==> src/rtl/rr_grant_scheduler.sv <==
// Round-robin scheduler sharing one resource among 2**IDX_W requesters.
// Grants are held while the winner keeps requesting, bounded by MAX_HOLD cycles.
module rr_grant_scheduler #(
    parameter int IDX_W    = 3,
    parameter int MAX_HOLD = 16,
    parameter int CNT_W    = 5
) (
    input  logic                  clk,
    input  logic                  rst_n,
    input  logic                  en,
    input  logic [2**IDX_W-1:0]   req,
    output logic [2**IDX_W-1:0]   grant,
    output logic [IDX_W-1:0]      grant_idx,
    output logic                  grant_valid,
    output logic                  timeout
);

    localparam int unsigned N = 2**IDX_W;
    localparam logic [CNT_W-1:0] HOLD_LAST = CNT_W'(MAX_HOLD - 1);
    localparam logic [N-1:0] ONE = {{(N-1){1'b0}}, 1'b1};

    typedef enum logic [1:0] {
        S_IDLE,
        S_GRANT,
        S_RELEASE
    } state_t;

    state_t             r_state;
    logic [IDX_W-1:0]   r_ptr;
    logic [CNT_W-1:0]   r_hold_cnt;
    logic [N-1:0]       r_grant;
    logic [IDX_W-1:0]   r_grant_idx;
    logic               r_grant_valid;
    logic               r_timeout;

    state_t             w_state_nxt;
    logic [IDX_W-1:0]   w_ptr_nxt;
    logic [CNT_W-1:0]   w_cnt_nxt;
    logic [N-1:0]       w_grant_nxt;
    logic [IDX_W-1:0]   w_idx_nxt;
    logic               w_valid_nxt;
    logic               w_timeout_nxt;

    logic               w_win_found;
    logic [IDX_W-1:0]   w_win_idx;
    logic [IDX_W-1:0]   w_cand;

    // Scan from ptr upward; the index addition wraps modulo N by width.
    always_comb begin
        w_win_found = 1'b0;
        w_win_idx   = '0;
        w_cand      = '0;
        for (int unsigned k = 0; k < N; k++) begin
            w_cand = r_ptr + IDX_W'(k);
            if (!w_win_found && req[w_cand]) begin
                w_win_found = 1'b1;
                w_win_idx   = w_cand;
            end
        end
        if (!en) begin
            w_win_found = 1'b0;
            w_win_idx   = '0;
        end
    end

    always_comb begin
        w_state_nxt   = r_state;
        w_ptr_nxt     = r_ptr;
        w_cnt_nxt     = r_hold_cnt;
        w_grant_nxt   = r_grant;
        w_idx_nxt     = r_grant_idx;
        w_valid_nxt   = r_grant_valid;
        w_timeout_nxt = 1'b0;
        case (r_state)
            S_IDLE, S_RELEASE: begin
                w_cnt_nxt = '0;
                if (w_win_found) begin
                    w_state_nxt = S_GRANT;
                    w_idx_nxt   = w_win_idx;
                    w_grant_nxt = ONE << w_win_idx;
                    w_valid_nxt = 1'b1;
                end else begin
                    w_state_nxt = S_IDLE;
                    w_idx_nxt   = '0;
                    w_grant_nxt = '0;
                    w_valid_nxt = 1'b0;
                end
            end
            S_GRANT: begin
                w_cnt_nxt = r_hold_cnt + 1'b1;
                // A requester drop takes precedence over the hold limit.
                if (!req[r_grant_idx] ||
                    ((MAX_HOLD != 0) && (r_hold_cnt == HOLD_LAST))) begin
                    w_state_nxt   = S_RELEASE;
                    w_ptr_nxt     = r_grant_idx + 1'b1;
                    w_grant_nxt   = '0;
                    w_idx_nxt     = '0;
                    w_valid_nxt   = 1'b0;
                    w_timeout_nxt = req[r_grant_idx];
                end
            end
            default: begin
                w_state_nxt = S_IDLE;
                w_grant_nxt = '0;
                w_idx_nxt   = '0;
                w_valid_nxt = 1'b0;
            end
        endcase
    end

    always_ff @(posedge clk) begin
        if (!rst_n) begin
            r_state       <= S_IDLE;
            r_ptr         <= '0;
            r_hold_cnt    <= '0;
            r_grant       <= '0;
            r_grant_idx   <= '0;
            r_grant_valid <= 1'b0;
            r_timeout     <= 1'b0;
        end else begin
            r_state       <= w_state_nxt;
            r_ptr         <= w_ptr_nxt;
            r_hold_cnt    <= w_cnt_nxt;
            r_grant       <= w_grant_nxt;
            r_grant_idx   <= w_idx_nxt;
            r_grant_valid <= w_valid_nxt;
            r_timeout     <= w_timeout_nxt;
        end
    end

    assign grant       = r_grant;
    assign grant_idx   = r_grant_idx;
    assign grant_valid = r_grant_valid;
    assign timeout     = r_timeout;

endmodule

==> config.mk <==
export PLATFORM = sky130hd
export DESIGN_NAME = rr_grant_scheduler
export DESIGN_NICKNAME = d
export VERILOG_FILES = /design/src/rtl/rr_grant_scheduler.sv
export SDC_FILE = /design/constraint.sdc
export NUM_CORES = 1
export LEC_CHECK = 0
export CORE_UTILIZATION = 55
export CTS_CLUSTER_SIZE = 20
export DETAILED_ROUTE_END_ITERATION = 8
export PLACE_DENSITY = 0.85
export REMOVE_ABC_BUFFERS = 1
export SLEW_MARGIN = 25
export SYNTH_ARGS = -nofsm -noshare
export SYNTH_HDL_FRONTEND = slang
export SYNTH_SLANG_ARGS = --single-unit
==> constraint.sdc <==
create_clock -name clk -period 3.85 [get_ports clk]
set_input_delay 0.9625 -clock clk [delete_from_list [all_inputs] [get_ports clk]]
set_output_delay 0.9625 -clock clk [all_outputs]
set_load 0.03 [all_outputs]
== Word level (Yosys, flattened, before mapping) ==
Cells that the tools add are included.

* Register bits: 23
* Latch bits: 0
* Memory bits (writable): 0
* Memory bits (read-only): 0
* Input bits: 11
* Word-level logic and storage cells: 100
* Memories: 0

* Add/sub/neg operators: 9
* Multipliers: 0
* Div/mod/pow operators: 0
* Order comparisons: 9
* Equality and inequality tests: 4
* Shifts and indexed selects: 1
* Multiplexer cells: 49
* Bitwise operators: 0
* Reduce and logical (&&, ||, !) cells: 21

{| class="wikitable"
|+ Operators by type and width
! operator !! count
|-
| less-than comparator 3 x 4 -> 1 bit (second input constant) || 9
|-
| 2-to-1 mux 3 bit || 11
|-
| binary-select mux 1 bit (select 3 bit) || 9
|-
| 2-to-1 mux 1 bit || 21
|-
| 2-to-1 mux 8 bit || 2
|-
| case mux 8 bit (2 select lines) || 1
|-
| adder 3 bit (second input constant) || 4
|-
| case mux 5 bit (2 select lines) || 1
|-
| zero test 1 bit || 8
|-
| left shift 1 x 3 -> 8 bit (first input constant) || 1
|-
| logical AND 1 bit || 7
|-
| adder 3 x 1 -> 3 bit (second input constant) || 2
|-
| adder 3 x 2 -> 3 bit (second input constant) || 2
|-
| case mux 3 bit (2 select lines) || 1
|-
| adder 5 x 1 -> 5 bit (second input constant) || 1
|-
| equality test 5 x 4 -> 1 bit (second input constant) || 1
|-
| case mux 2 bit (2 select lines) || 1
|-
| AND reduction 3 bit || 1
|-
| equality test 2 x 1 -> 1 bit (second input constant) || 1
|-
| equality test 2 bit (second input constant) || 1
|-
| zero test 2 bit || 1
|-
| 2-to-1 mux 2 bit || 1
|-
| != test 2 bit (second input constant) || 1
|-
| case mux 1 bit (2 select lines) || 1
|-
| 4 further kinds || 4
|}

== Logic depth before layout (Yosys ltp) ==
* Depth after elaboration: 28
* Gate-level depth with buffers: 14

== Worst setup path after synthesis ==
No wires, ideal clock.

* Path kind: register to register
* Start point: register r_ptr[1]
* End point: register r_grant[2], in the netlist grant[2]
* Arrival time: 3.046 ns
* Required time: 3.733 ns
* Path slack: 0.687 ns
* Cell stages (with the launch flop): 14
* Buffers on the path: 3
* Period minus slack after synthesis: 3.163 ns
* Cells stage by stage: dfxtp_1 > buf_6 > clkbuf_1 > inv_1 > ha_1 > buf_6 > mux4_2 > a21oi_1 > o311ai_2 > a21boi_4 > nand2_1 > o21a_1 > and2_4 > a22o_1

* Longest elaborated chain between the ends: 28
* Elaborated cells between the ends (all ways): 58

{| class="wikitable"
|+ RTL lines
! what !! line !! source
|-
| from (decl) || 29 || <nowiki>logic [IDX_W-1:0] r_ptr;</nowiki>
|-
| from (signal assigned) || 122 || <nowiki>r_ptr <= w_ptr_nxt;</nowiki>
|-
| branches (longest 26 deep; another with adder 3 x 1 -> 3 bit) || - ||
|-
| 2-to-1 mux 8 bit (*) || 77 || <nowiki>if (w_win_found) begin</nowiki>
|-
| case mux 8 bit (2 select lines) (*) || 74 || <nowiki>case (r_state)</nowiki>
|-
| to (signal assigned) || 124 || <nowiki>r_grant <= w_grant_nxt;</nowiki>
|-
| to (decl) || 31 || <nowiki>logic [N-1:0] r_grant;</nowiki>
|}

Every way passes the cells marked *. The select of a mux whose other input is x is not followed.
A chain may end at the register's enable or synchronous reset.

== Worst setup path after layout ==
* Start point: input port req[1]
* End point: register r_grant[3], in the netlist grant[3]

* Longest elaborated chain between the ends: 28
* Elaborated cells between the ends (all ways): 56

{| class="wikitable"
|+ RTL lines
! what !! line !! source
|-
| from (decl) || 11 || <nowiki>input logic [2**IDX_W-1:0] req,</nowiki>
|-
| binary-select mux 1 bit (select 3 bit) || 55 || <nowiki>if (!w_win_found && req[w_cand]) begin</nowiki>
|-
| 2-to-1 mux 1 bit (implied by the code) || 55 ||
|-
| 2-to-1 mux 1 bit || 55 ||
|-
| zero test 1 bit || 55 ||
|-
| logical AND 1 bit || 55 ||
|-
| 2-to-1 mux 1 bit || 55 ||
|-
| zero test 1 bit || 55 ||
|-
| logical AND 1 bit || 55 ||
|-
| [... 12 more ...] || - ||
|-
| 2-to-1 mux 1 bit || 55 ||
|-
| zero test 1 bit || 55 ||
|-
| logical AND 1 bit || 55 ||
|-
| 2-to-1 mux 3 bit || 55 ||
|-
| 2-to-1 mux 3 bit || 60 || <nowiki>if (!en) begin</nowiki>
|-
| left shift 1 x 3 -> 8 bit || 80 || <nowiki>w_grant_nxt = ONE << w_win_idx;</nowiki>
|-
| 2-to-1 mux 8 bit || 77 ||
|-
| case mux 8 bit (2 select lines) || 74 ||
|}

Parallel ways exist; a longest one is shown, timed or not. The select of a mux whose other input is x is not followed.

==> flow_metrics.env <==
export IMPL_postRouteAntennaNets=0
export IMPL_tightest_slew_ps=615
export IMPL_yosysWarnings=0
export IMPL_grt_max_degree=24
export IMPL_placed_cells=271
export IMPL_syn_inst=209
export IMPL_post_cts_buffers=0
export IMPL_maxCapViolations=0
export IMPL_detail_route_vias_per_cell=6.45
export IMPL_cp_max_fo=6
export IMPL_rows=21
export IMPL_cts_sink_count=22
export IMPL_cts_resized=0
export IMPL_avgSynthCellArea_sq_um=9.90
export IMPL_fin_cells=275
export IMPL_die_h_um=63.3
export IMPL_critical_path_class="input pin to flop"
export IMPL_synth_enable_flop_cells=0
export IMPL_crit_required_ps=4010
export IMPL_fin_setup_tns_ps=0
export IMPL_worstPathCellList="clkdlybuf4s50_1, buf_4, mux4_2, nor2b_1, o311ai_2, a21boi_4, nand2_1, o21a_1, and2_4, a22o_1"
export IMPL_grt_pass1_wl_mm=8.06
export IMPL_portBuffers=23
export IMPL_dieWidth_um=63.3
export IMPL_rsz0062_at_grt="no"
export IMPL_cellPowerDensity_nw_per_um2=258
export IMPL_grt_overflow_total=0
export IMPL_hpwl_mm=3.55
export IMPL_clk_pin_slew_ps=70
export IMPL_maxSlewViolCount=0
export IMPL_ir_drop_mv=0.219
export IMPL_nFillCells=261
export IMPL_vias=1774
export IMPL_ioPinCount=24
export IMPL_ys_ff_latch=22
export IMPL_drt_wl_total_mm=4.78
export IMPL_min_period_ps=3440
export IMPL_final_cell_mix="23 x clkdlybuf4s50_1, 22 x dfxtp_1, 20 x nand2_1"
export IMPL_critPathLaunchType="input pin"
export IMPL_cp_slowest_stage_delay_ps=530
export IMPL_cts_root_buf="clkbuf_8"
export IMPL_finalCritPeriodShare_pct=89.3
export IMPL_min_path_cells=2
export IMPL_coreArea_sq_um=3470
export IMPL_synth_area_sq_um=2070
export IMPL_initial_core_util_pct=59.6
export IMPL_layout_commonest_cell="clkdlybuf4s50_1"
export IMPL_drive_above_1_share_pct=19.7
export IMPL_drc=0
export IMPL_final_hold_viol_count=0
export IMPL_status="finished, final reports clean"
export IMPL_reg2regPathDepth=11
export IMPL_first_iter_violations=132
export IMPL_htree_num_levels=1
export IMPL_antenna_found_initial=0
export IMPL_dieArea_sq_um=4010
export IMPL_synthDistinctLibCells=60
export IMPL_max_freq_mhz=291
export IMPL_ys_flop_type="dfxtp_1"
export IMPL_setup_viol=0
export IMPL_cp_arrival_ps=3590
export IMPL_gp_congestion=0.905
export IMPL_skew_ps=0.776
export IMPL_p_leak_uw=0.000832
export IMPL_dr_pass1_iters=4
export IMPL_worstHoldPathType="flop to flop"
export IMPL_area_growth_pct=14.9
export IMPL_cts_hold_buf=0
export IMPL_fin_nets=246
export IMPL_track_usage_pct=25.0
export IMPL_relSlewSlack_pct=58.9
export IMPL_fin_util_pct=68.5
export IMPL_avgRoutedWirePerCell_um=17.4
export IMPL_synth_seq_area_share_pct=21.3
export IMPL_cp_end_kind="flop"
export IMPL_clk_path_buf_depth=2
export IMPL_insertion_delay_ps=260
export IMPL_cts_tree="built"
export IMPL_diodes=0
export IMPL_critPathSlowestCell="clkdlybuf4s50_1"
export IMPL_cts_buffers=3
export IMPL_async_flop_share_pct=0
export IMPL_grt_pass1_vias=1731
## synthesized netlist by cell type (all sizes together), types with 2 or more instances
library cell   n  area share, %
xnor2          5            2.5
o211ai         3            2.0
inv            5           0.91
nor2b          4            1.2
xor2           5            2.1
o21ai          9            2.2
nand3b         3            1.1
nor3           2           0.73
mux4          16             18
clkbuf         3           0.54
buf           12            4.0
a21oi          8            1.9
nand2         20            3.6
o22ai          2           0.60
nand3          5            1.2
nor2          19            3.6
and3           4            1.2
a22o           4            1.7
nand4          3           0.91
a22oi          2           0.73
and2           4            1.5
dfxtp         22             21
nand2b         2           0.60
nor3b          2           0.97
ha             5            3.0
mux2i         21             12
## path summary, 6_finish.rpt
path | startpoint | end | slack, ps
worst min-delay path | grant[6]$_SDFFE_PN0P_ | grant[6]$_SDFFE_PN0P_ | 450
worst max register to register | r_ptr[0]$_SDFFE_PN0P_ | grant[0]$_SDFFE_PN0P_ | 830
worst max-delay path | req[1] | grant[3]$_SDFFE_PN0P_ | 410
worst min register to register | grant[6]$_SDFFE_PN0P_ | grant[6]$_SDFFE_PN0P_ | 450
## state kept, by name, summed over array words and instances (netlist names)
register     count
timeout          1
grant_idx        3
r_ptr            3
grant            8
grant_valid      1
r_state          1
r_hold_cnt       5
## through the flow
stage / worst slack, ps / hold slack (ps) / instance area [sq um] / total power, uW
floorplan: 141 / 454 / 1970 / 389
CTS: 443 / 454 / 2380 / 613
finish: 412 / 448 / 2380 / 612
global route: 316 / 486 / 2380 / 643
global placement: 237 / 445 / 2320 / 445
detailed placement: 161 / 444 / 2320 / 450
## worst max-delay path, delay by kind of cell
family                 cells  cell delay, ps
AOI/OAI and AO/OA          4             850
buffers and inverters      2             740
muxes                      1             520
and+or+nand+nor            3             510
## metal layers
layer / vias up / track usage, % / routed length (um)
li1: 831 / - / -
met5: - / 0 / 0
met2: 86 / 39.5 / 2240
met1: 841 / 34.1 / 2090
met4: 0 / 7.95 / 109
met3: 16 / 4.89 / 337
## report_power, final
group          internal, uW  total [uW]  switching, uW
registers               234         240           6.50
logic                  95.4         209            114
clock network          91.1         163           71.9
## area by class of cell
class                           count  area, sq um  share of cell area [%]
Multi-Input combinational cell    166         1510                    63.6
Sequential cell                    22          440                    18.5
Timing Repair Buffer               31          290                    12.2
Tap cell                           46         57.6                    2.42
Clock buffer                        4         55.1                    2.32
Inverter                            6         22.5                   0.947
## kinds of logic after synthesis
kind of cell,share of synthesized area [%]
muxes,29.3
xor gates and xnor gates,4.60
and+or+nand+nor,19.1
DFF,21.3
buffers and inverters,5.63
AOI/OAI and AO/OA,17.1
adders and majority gates,3.02
(Power assumes the default switching activity.)
